### src/rtl/ysyx_store_buffer_pkg.sv
// Shared types for the committed-store buffer: FSM states and entry layout.
// Latency: n/a (types only).
// Backpressure: n/a (types only).
`ifndef YSYX_XLEN
`define YSYX_XLEN 64
`endif

package ysyx_pkg;

    // Entry field width; the store buffer's XLEN parameter is expected to match.
    localparam int SB_XLEN   = `YSYX_XLEN;
    localparam int SB_STRB_W = 8;

    typedef enum logic [1:0] {
        IDLE = 2'd0,
        SEND = 2'd1,
        GAP  = 2'd2
    } sb_state_t;

    typedef struct packed {
        logic [SB_XLEN-1:0]   addr;
        logic [SB_XLEN-1:0]   data;
        logic [SB_STRB_W-1:0] wstrb;
    } sb_entry_t;

endpackage

### src/rtl/ysyx_sb_cam.sv
// Word-address match of a pending load against every valid store entry.
// Latency: purely combinational.
// Backpressure: none; a hit is only advisory for the load pipeline.
module ysyx_sb_cam #(
    parameter int XLEN  = 64,
    parameter int DEPTH = 4
) (
    input  logic [DEPTH-1:0][XLEN-1:0] entry_addr,
    input  logic [DEPTH-1:0]           entry_valid,
    input  logic [XLEN-1:0]            ld_addr,
    output logic                       hit
);

    logic [DEPTH-1:0] match;

    // Compare bits [XLEN-1:2] only; strobes are ignored so aliasing is conservative.
    always_comb begin
        match = '0;
        for (int i = 0; i < DEPTH; i++) begin
            match[i] = entry_valid[i] && (entry_addr[i][XLEN-1:2] == ld_addr[XLEN-1:2]);
        end
    end

    assign hit = |match;

endmodule

### src/rtl/ysyx_store_buffer.sv
// In-order FIFO of committed stores draining one write at a time to the bus LSU channel.
// Latency: 2 cycles from accept into an empty buffer to awvalid; one idle GAP cycle after each completion.
// Backpressure: enq_ready = !full (same-cycle pop not seen); head held on the bus until bus_lsu_wready.
`ifndef YSYX_XLEN
`define YSYX_XLEN 64
`endif

module ysyx_store_buffer
    import ysyx_pkg::*;
#(
    parameter int XLEN  = `YSYX_XLEN,
    parameter int DEPTH = 4
) (
    input  logic            clock,
    input  logic            reset,
    input  logic            enq_valid,
    output logic            enq_ready,
    input  logic [XLEN-1:0] enq_addr,
    input  logic [XLEN-1:0] enq_data,
    input  logic [7:0]      enq_wstrb,
    output logic [XLEN-1:0] lsu_awaddr,
    output logic            lsu_awvalid,
    output logic [XLEN-1:0] lsu_wdata,
    output logic [7:0]      lsu_wstrb,
    output logic            lsu_wvalid,
    input  logic            bus_lsu_wready,
    input  logic [XLEN-1:0] ld_addr,
    output logic            ld_conflict,
    output logic            empty
);

    localparam int                PTR_W   = $clog2(DEPTH);
    localparam int                CNT_W   = PTR_W + 1;
    localparam logic [CNT_W-1:0]  DEPTH_C = CNT_W'(DEPTH);

    sb_entry_t                  mem [DEPTH];
    logic [DEPTH-1:0]           valid;
    logic [PTR_W-1:0]           head;
    logic [PTR_W-1:0]           tail;
    logic [CNT_W-1:0]           count;
    sb_state_t                  state;
    sb_state_t                  state_nxt;
    sb_entry_t                  head_ent;
    logic [DEPTH-1:0][XLEN-1:0] ent_addr;
    logic                       full;
    logic                       push;
    logic                       pop;

    assign full      = (count == DEPTH_C);
    assign empty     = (count == '0);
    assign enq_ready = !full;
    assign push      = enq_valid && enq_ready;
    // Pops only happen while the head is on the bus; a stray wready elsewhere is dropped.
    assign pop       = (state == SEND) && bus_lsu_wready;
    assign head_ent  = mem[head];

    // Payload storage; no reset needed since valid bits gate every use.
    always_ff @(posedge clock) begin
        if (reset && push) begin
            mem[tail] <= '{addr: enq_addr, data: enq_data, wstrb: enq_wstrb};
        end
    end

    // Pointers, occupancy, valid bits and FSM state; reset abandons any in-flight write.
    always_ff @(posedge clock) begin
        if (!reset) begin
            valid <= '0;
            head  <= '0;
            tail  <= '0;
            count <= '0;
            state <= IDLE;
        end else begin
            state <= state_nxt;
            if (push) begin
                valid[tail] <= 1'b1;
                tail        <= tail + 1'b1;
            end
            if (pop) begin
                valid[head] <= 1'b0;
                head        <= head + 1'b1;
            end
            case ({push, pop})
                2'b10:   count <= count + 1'b1;
                2'b01:   count <= count - 1'b1;
                default: count <= count;
            endcase
        end
    end

    // Next state and bus outputs; payload is driven only in SEND so it idles at zero.
    always_comb begin
        state_nxt   = state;
        lsu_awvalid = 1'b0;
        lsu_awaddr  = '0;
        lsu_wdata   = '0;
        lsu_wstrb   = '0;
        case (state)
            IDLE: begin
                if (!empty) state_nxt = SEND;
            end
            SEND: begin
                lsu_awvalid = 1'b1;
                lsu_awaddr  = head_ent.addr;
                lsu_wdata   = head_ent.data;
                lsu_wstrb   = head_ent.wstrb;
                if (bus_lsu_wready) state_nxt = GAP;
            end
            GAP: begin
                // count here already reflects the pop that entered GAP.
                state_nxt = empty ? IDLE : SEND;
            end
            default: state_nxt = IDLE;
        endcase
    end

    assign lsu_wvalid = lsu_awvalid;

    // Flatten entry addresses for the match array.
    always_comb begin
        ent_addr = '0;
        for (int i = 0; i < DEPTH; i++) begin
            ent_addr[i] = mem[i].addr;
        end
    end

    ysyx_sb_cam #(
        .XLEN  (XLEN),
        .DEPTH (DEPTH)
    ) u_cam (
        .entry_addr  (ent_addr),
        .entry_valid (valid),
        .ld_addr     (ld_addr),
        .hit         (ld_conflict)
    );

    a_valid_pair: assert property (@(posedge clock) lsu_awvalid == lsu_wvalid);

    a_payload_stable: assert property (@(posedge clock) disable iff (!reset)
        (lsu_awvalid && $past(lsu_awvalid)) |->
        ($stable(lsu_awaddr) && $stable(lsu_wdata) && $stable(lsu_wstrb)));

    a_count_bound: assert property (@(posedge clock) disable iff (!reset) count <= DEPTH_C);

    a_no_pop_empty: assert property (@(posedge clock) disable iff (!reset) !(pop && empty));

endmodule

### config.mk
export PLATFORM = sky130hd
export DESIGN_NAME = ysyx_store_buffer
export DESIGN_NICKNAME = d
export VERILOG_FILES = /design/src/rtl/ysyx_store_buffer_pkg.sv /design/src/rtl/ysyx_sb_cam.sv /design/src/rtl/ysyx_store_buffer.sv
export SDC_FILE = /design/constraint.sdc
export NUM_CORES = 1
export LEC_CHECK = 0
export BUFFER_PORTS_ARGS = -buffer_cell sky130_fd_sc_hd__buf_2
export CAP_MARGIN = 20
export CORE_MARGIN = 8
export CORE_UTILIZATION = 45
export CTS_BUF_LIST = sky130_fd_sc_hd__clkbuf_4 sky130_fd_sc_hd__clkbuf_8
export DETAILED_ROUTE_END_ITERATION = 6
export PLACE_DENSITY_LB_ADDON = 0.25
export RECOVER_POWER = 50
export SYNTH_ARGS = -nofsm -noshare
export SYNTH_HDL_FRONTEND = slang
export SYNTH_SLANG_ARGS = --single-unit
export TNS_END_PERCENT = 50
### constraint.sdc
create_clock -name clock -period 5.55 [get_ports clock]
set_input_delay 0.8325 -clock clock [delete_from_list [all_inputs] [get_ports clock]]
set_output_delay 0.8325 -clock clock [all_outputs]
set_load 0.05 [all_outputs]
==> results.toml <==
[synth]
synth_edf_count = 544
ys_types = 44
synthArstFlopShare_pct = 0
synth-xor-area-share_pct = 6.69
synth_compound_area_share_pct = 2.31
synth-main-ff-cell = "edfxtp_1"
synthTopCellsByArea = "edfxtp_1 (67%), mux4_2 (13%), xnor2_1 (4.0%)"
synth_top_family_by_area = "multiplexers"
syn_inst = 1371
yosysTopAreaCellShare_pct = 67.4
yosys.area_share.adder_pct = 0.547
syn_area_per_cell_sq_um = 17.7
synth_top_cell_by_area = "edfxtp_1"
ys_ff_latch = 559
yosys_warnings = 0
yosysSeqAreaShare_pct = 68.7
synthSimpleGateAreaFrac_pct = 6.65
syn-cell-area_sq_um = 24200
synth.area.mux_share_pct = 12.6
syn_nets = 1585

[worst_setup_path]
r2r_setup_slack_ns = 1.64
path_max_fanout = 2
path_class = "reg -> out"
crit_required_ns = 4.72
slowest_delay_ns = 0.56
critPathArrivalTime_ns = 3.30
crit_path_start_kind = "register"
crit_chain = "xnor2_1, nand4_1, nor4_1, nand4_1, nor4_1, or4_1, buf_2"
cpMaxStageDelayCell = "nor4_1"
critPathCaptureType = "primary output"

[sta]
setup_viol = 0
tightestPinTransition_ns = 2.86
hold_viol_final = 0
fin_skew_ns = 0.0370
max_slew_margin_pct = -90.5
layout_min_cycle_time_ns = 4.13
max_freq_mhz = 242
fin_setup_tns_ns = 0
report.final.slew_viol_count = 122
holdWs_ns = 0.397
rsz0062_at_grt = "false"
period_share_pct = 74.5

[die]
coreArea_sq_um = 53500
die_height_um = 248
fp.dieW_um = 248
initial_core_util_pct = 45.3
num_rows = 85
ioPinCount = 345
design.die.area_sq_um = 61500

[detailed_routing]
dr.pass1.iters = 5
routed_via_density = 5.54
drc_errors = 0
num_vias = 14000
drt-total-wl_mm = 70.2
ant_nets = 0
post_drt_wl_per_cell_um = 27.8
drtIter0Drc = 1301

[clock_network]
cts_htree_levels = 3
postCtsHoldBufs = 0
cts_setup_buffers = 0
cts-root-buf = "clkbuf_8"
cts.sinks = 559
tritoncts = "done"
clk_pin_slew_ns = 0.07
cts_resized = 0
cts.path.max_buffers = 3
cts_buffers = 93
clkLatencyLatePin_ns = 0.69

[placement]
dpl.hpwl_mm = 50.0
io_buffers = 342
gp_congestion = 0.950
dp.cells = 2351

[global_routing]
grt_pass1_vias = 15000
track_usage_pct = 22.6
antenna_found_initial = 23
grt_max_degree = 103
overflow = 0
grt_pass1_wl_mm = 100

[layout]
stdcell_count = 2526
final_common_cell = "edfxtp_1"
fin_nets = 1964
layout_common_cells = "edfxtp_1 (544), buf_2 (206), and2_1 (140)"
drive_gt1_share_pct = 28.5
area_delta_synth_final_pct = 16.8

[outcome]
status = "finished, violations left"
violations = "max-capacitance violations, max-slew violations"

[min_path]
hold_class = "in -> reg"

[pwr]
p_leak_uw = 0.00961
total_power_uw = 11000
cellPowerDensity_nw_per_um2 = 387
ir_worst_vdd_mv = 0.351

[job]
max-cap-violations = 2
## worst max-delay path, delay by kind of cell (launching register included)
kind,cells,cell delay (ns)
AND/OR/NAND/NOR,5,1.58
flip-flops,1,0.41
XOR/XNOR,1,0.38
buffers and inverters,1,0.29
## metal layers
metal | track usage (%) | routed length (um) | vias to the layer above
li1 | - | - | 6105
met3 | 6.59 | 6930 | 98
met1 | 28.6 | 27300 | 7166
met4 | 7.02 | 1610 | 16
met2 | 37.3 | 34300 | 604
met5 | 0 | 103 | -
## state kept, by name, indices dropped and copies added, names as in the netlist, named ones only
name and flops:
tail 2, count 3, mem 544, valid 4, head 2, state 2
## layout make-up
class / count / area [sq um]
Antenna cell: 11 / 27.5
Clock buffer: 118 / 1480
Clock inverter: 46 / 262
Fill cell: 4451 / 25200
Inverter: 68 / 255
Multi-Input combinational cell: 668 / 7000
Sequential cell: 559 / 16600
Tap cell: 696 / 871
Timing Repair Buffer: 360 / 1750
## kinds of logic (layout without fill, tap and decap cells)
kind of cell	count (synthesis)	in the layout
xor+xnor	185	185
simple gates	262	262
mux	136	136
buf+inv	144	592
other cells	0	11
compound gates	75	75
flops	559	559
fa+ha+maj	10	10
## metrics by stage
| stage | setup slack, ns | area [sq um] | utilization [%] |
|---|---|---|---|
| after floorplan | 0.479 | 24200 | - |
| after global placement | 1.62 | 26700 | 49.9 |
| after detailed placement | 1.61 | 26700 | 49.9 |
| after CTS | 1.43 | 28500 | 53.2 |
| after global routing | 1.34 | 28300 | 52.8 |
| final | 1.42 | 28300 | 52.9 |
## synthesized netlist by cell type, drive strengths merged (15+ instances only)
master	n
and2	144
buf	41
clkbuf	35
dfxtp	15
edfxtp	544
inv	68
mux4	136
nand4	39
nor4	30
o22ai	22
xnor2	111
xor2	74
## path summary, 6_finish.rpt
check / from / to / cells past startpoint
setup / recovery: mem[3][108] / ld_conflict / 7
hold reg to reg: count[2] / count[2] / 2
setup reg to reg: count[1] / mem[2][58] / 5
hold / removal: enq_addr[6] / mem[0][78] / 1
## report_power, final
part / switching (uW) / internal [uW] / total (uW)
combinational: 1800 / 778 / 2580
sequential: 79.3 / 4830 / 4910
clock: 1660 / 1800 / 3470
No activity file was read; power rests on OpenSTA's default activity.
